### config.mk
export PLATFORM = sky130hd
export DESIGN_NAME = wb_port_arbiter
export DESIGN_NICKNAME = d
export VERILOG_FILES = /design/src/rtl/wb_port_arbiter.sv
export SDC_FILE = /design/constraint.sdc
export NUM_CORES = 1
export LEC_CHECK = 0
export ABC_AREA = 1
export BUFFER_PORTS_ARGS = -buffer_cell sky130_fd_sc_hd__buf_4
export CORE_AREA = 2 2 96 98
export DETAILED_ROUTE_END_ITERATION = 8
export DIE_AREA = 0 0 98 100
export PLACE_DENSITY_LB_ADDON = 0.15
export SYNTH_ARGS = -nofsm -noshare
export SYNTH_HDL_FRONTEND = slang
export SYNTH_SLANG_ARGS = --single-unit
### constraint.sdc
create_clock -name clk -period 1.6 [get_ports clk]
set_clock_uncertainty 0.15 [all_clocks]
set_input_delay 0.16 -clock clk [delete_from_list [all_inputs] [get_ports clk]]
set_output_delay 0.16 -clock clk [all_outputs]
set_load 0.05 [all_outputs]
### src/rtl/wb_port_arbiter.sv
// Regfile write-port arbiter: pipeline writeback (A) vs one buffered long-latency result (B).
// A has priority. The buffered entry forces a pipeline hold after MAX_WAIT lost cycles.
module wb_port_arbiter #(
   parameter int DATA_W   = 32,
   parameter int ADDR_W   = 5,
   parameter int MAX_WAIT = 4
) (
   input  logic              clk,
   input  logic              rst_n,
   input  logic              a_we_i,
   input  logic [ADDR_W-1:0] a_addr_i,
   input  logic [DATA_W-1:0] a_data_i,
   input  logic              b_valid_i,
   output logic              b_ready_o,
   input  logic [ADDR_W-1:0] b_addr_i,
   input  logic [DATA_W-1:0] b_data_i,
   output logic              hold_o,
   output logic              pend_valid_o,
   output logic [ADDR_W-1:0] pend_addr_o,
   output logic              rf_we_o,
   output logic [ADDR_W-1:0] rf_addr_o,
   output logic [DATA_W-1:0] rf_data_o
);
   localparam int WCW = $clog2(MAX_WAIT + 1);

   typedef enum logic [1:0] {IDLE, PEND, FORCE} state_t;

   typedef struct packed {
      logic              we;
      logic [ADDR_W-1:0] addr;
      logic [DATA_W-1:0] data;
   } wr_t;

   state_t            state, state_nxt;
   logic [WCW-1:0]    wait_cnt, wait_cnt_nxt;
   logic [ADDR_W-1:0] buf_addr;
   logic [DATA_W-1:0] buf_data;
   logic              accept;
   wr_t               grant;

   assign b_ready_o    = (state == IDLE);
   assign hold_o       = (state == FORCE);
   assign pend_valid_o = (state != IDLE);
   assign pend_addr_o  = (state == IDLE) ? '0 : buf_addr;
   assign accept       = b_valid_i && b_ready_o;

   wr_t a_req, b_req;
   assign a_req = '{we: a_we_i, addr: a_addr_i, data: a_data_i};
   assign b_req = '{we: 1'b1,   addr: buf_addr, data: buf_data};

   always_comb begin
      state_nxt    = state;
      wait_cnt_nxt = wait_cnt;
      grant        = a_req;
      unique case (state)
         IDLE: begin
            grant = a_req;
            if (accept) begin
               state_nxt    = PEND;
               wait_cnt_nxt = '0;
            end
         end
         PEND: begin
            if (a_we_i) begin
               grant = a_req;
               // A is younger than the buffered result, so it supersedes it.
               if (a_addr_i == buf_addr && buf_addr != '0) begin
                  state_nxt    = IDLE;
                  wait_cnt_nxt = '0;
               end else if (wait_cnt == WCW'(MAX_WAIT - 1)) begin
                  state_nxt    = FORCE;
                  wait_cnt_nxt = WCW'(MAX_WAIT);
               end else begin
                  wait_cnt_nxt = wait_cnt + 1'b1;
               end
            end else begin
               grant        = b_req;
               state_nxt    = IDLE;
               wait_cnt_nxt = '0;
            end
         end
         FORCE: begin
            grant        = b_req;
            state_nxt    = IDLE;
            wait_cnt_nxt = '0;
         end
         default: begin
            grant     = '0;
            state_nxt = IDLE;
         end
      endcase
   end

   always_ff @(posedge clk or negedge rst_n) begin
      if (!rst_n) begin
         state     <= IDLE;
         wait_cnt  <= '0;
         buf_addr  <= '0;
         buf_data  <= '0;
         rf_we_o   <= 1'b0;
         rf_addr_o <= '0;
         rf_data_o <= '0;
      end else begin
         state    <= state_nxt;
         wait_cnt <= wait_cnt_nxt;
         if (accept) begin
            buf_addr <= b_addr_i;
            buf_data <= b_data_i;
         end
         // x0 is hardwired zero: never issue a write to it.
         rf_we_o   <= grant.we && (grant.addr != '0);
         rf_addr_o <= grant.addr;
         rf_data_o <= grant.data;
      end
   end
endmodule

==> impl_metrics.json <==
{
  "finalCritPeriodShare_pct": 108.6,
  "p_leak_nw": 2.968,
  "cp_max_fo": 5,
  "synth_mux_area_share_pct": 10.50,
  "area_growth_syn_to_layout_pct": 76.51,
  "finalNetCount": 659,
  "syn_avg_cell_area_um2": 10.03,
  "dieArea_um2": 9800,
  "num_rows": 35,
  "final_antenna_net_count": 0,
  "dp_hpwl_um": 5707,
  "route.detailed.drc": 0,
  "synth_top_area_share_pct": 58.35,
  "fin_crit_ps": 1737,
  "track_usage_pct": 19.95,
  "worst_pin_slew_ps": 311.8,
  "placed_cell_area_um2": 4612,
  "power_mw": 11.37,
  "synth_xor_area_share_pct": 0,
  "postSynthCellCount": 342,
  "num_io_pins": 124,
  "cts_tree": "done",
  "hold_viol_final": 0,
  "finalSetupViolCount": 30,
  "worstSetupPathType": "register to primary output",
  "whs_ps": 101.2,
  "slew_headroom_pct": 79.21,
  "peakVddDrop_mv": 1.090,
  "grt_max_degree": 46,
  "cts_made_buffers": 9,
  "ys.flop_type": "dfrtp_1",
  "start_kind": "register",
  "syn_nets": 428,
  "startpoint": "state[1]",
  "synth.yosys.warnings": 0,
  "worstPathRequired_ps": 1290,
  "root_buffer": "clkbuf_8",
  "start_util_pct": 38.59,
  "drtPass1Iterations": 4,
  "antenna_found_initial": 0,
  "die_width_um": 98,
  "coreArea_um2": 8890,
  "drive_gt1_share_pct": 42.39,
  "finalWirelength_um": 10290,
  "numPortBuffers": 123,
  "route.vias.total": 3226,
  "synth_top_family_by_area": "simple AND/OR/NAND/NOR gates",
  "synth_compound_area_share_pct": 6.637,
  "synth.distinct_cells": 19,
  "grt_pass1_wl_um": 15330,
  "synth-seq-cells": 80,
  "cp.arrival_ps": 1430,
  "htreeDepth": 3,
  "clock.fmax_mhz": 575.7,
  "yosys.area.top_type": "dfrtp_1",
  "synth_top_cells_by_count": "nand2_1, dfrtp_1, a21oi_1",
  "async_reset_ff_share_pct": 100.0,
  "fin_util_pct": 68.12,
  "synth.most_common_cell": "nand2_1",
  "hold_class": "input pin to asynchronous set/reset pin",
  "rsz0062_at_grt": "true",
  "cap_violations": 0,
  "cts.sink_count": 80,
  "netlist_area_um2": 3431,
  "fp.dieH_um": 100,
  "dp_cells": 577,
  "routedWlPerCell_um": 14.93,
  "routabilityCongestion": 0.9146,
  "clk_path_buf_depth": 2,
  "yosys.area_share.adder_pct": 2.918,
  "cellPowerDensity_nw_per_um2": 1878,
  "vias_per_cell": 4.682,
  "status": "finished with violations",
  "fin_ws_ps": -137.1,
  "drtIter0Drc": 136,
  "worstSkewPairLatency_ps": 340,
  "path_clk_slew_ps": 80,
  "stdcell_count": 689,
  "grt_pass1_vias": 3259,
  "violations": "setup timing",
  "r2r_setup_slack_ps": -110,
  "drv_slew": 0,
  "synth_area_leaders": "dfrtp_1, nand2_1, mux2_2",
  "endpoint_kind": "primary output",
  "synth_edf_count": 0,
  "insertedDiodeCount": 0,
  "ys_seq_area_share_pct": 58.35,
  "overflow": 0,
  "reg2reg_from": "state[1]",
  "final_cell_area_um2": 6056,
  "yosys.area_share.simple_pct": 15.86
}
## per-layer routing
metal | share of wire (%) | GRT usage [%] | wire length (um) | vias up
met1 | 41 | 23.34 | 4255 | 1556
met4 | 1.8 | 8.868 | 189 | 0
met5 | 0 | 0 | 0 | -
met2 | 53 | 35.77 | 5430 | 93
li1 | - | - | - | 1563
met3 | 4.0 | 3.760 | 412 | 14
## repair_timing
action / in CTS / in global routing
resized for setup: 32 / 26
endpoints found under the hold margin: 152 / 0
pin swaps: 7 / 5
endpoints found under the setup margin: 41 / 84
hold buffers: 73 / 0
setup buffers: 10 / 6
cloned: 4 / 3
## cell type report
class | instances | area [um2]
fillers | 635 | 2834
repair buffers | 231 | 2127
flip-flops and latches | 80 | 2002
multi-input cells | 226 | 1459
well taps | 111 | 138.9
clock buffers | 10 | 137.6
inverters | 25 | 101.3
clock inverters | 6 | 90.09
## cells by family (layout without fill, tap and decap cells)
kind of cell / after synthesis / after routing
multiplexers: 32 / 32
AO/OA/AOI/OAI: 42 / 43
flip-flops: 80 / 80
adder cells (fa/ha/maj): 8 / 8
buffers and inverters: 40 / 272
AND/OR/NAND/NOR: 140 / 143
## cells in the final DEF (no fill, tap or decap), types with 5 or more instances in the layout
cell,count
buf_8,7
a21oi_1,30
dlygate4sd3_1,73
a21oi_2,8
inv_1,20
nand2_2,5
nor2_4,5
buf_4,136
clkbuf_8,10
buf_6,6
buf_12,6
mux2_2,32
nor2_1,11
dfrtp_1,80
nand2_1,106
## final timing paths
path,endpoint,cells after the start
max,pend_addr_o[1],6
min,rf_data_o[16],2
max reg2reg,rf_we_o,12
min reg2reg,wait_cnt[1],2
max in group asynchronous,buf_data[26],3
min in group clk,rf_addr_o[3],6
## through the flow
stage               setup slack [ps]  setup TNS [ps]
floorplan                     -73.04           -4472
global placement              -12.88          -14.77
detailed placement            -74.87           -1291
CTS                           -153.1           -2875
global route                  -193.9           -5948
finish                        -137.1           -2227
## state kept, by name, summed over array words and instances (netlist names)
register / flops
buf_addr: 5
buf_data: 32
rf_addr_o: 5
rf_data_o: 32
rf_we_o: 1
state: 2
wait_cnt: 3
## power breakdown
| part | internal [mW] | switching (mW) |
|---|---|---|
| Combinational | 2.59 | 3.78 |
| Sequential | 2.93 | 0.400 |
| Clock | 0.927 | 0.739 |
| Total | 6.45 | 4.92 |
## worst max-delay path, stage by stage, from the launching register on
cell     delay (ps)
dfrtp_1         370
inv_2            70
ha_4            160
buf_6           120
buf_8           130
nor2_4           90
buf_8           150
(Power assumes the default switching activity.)
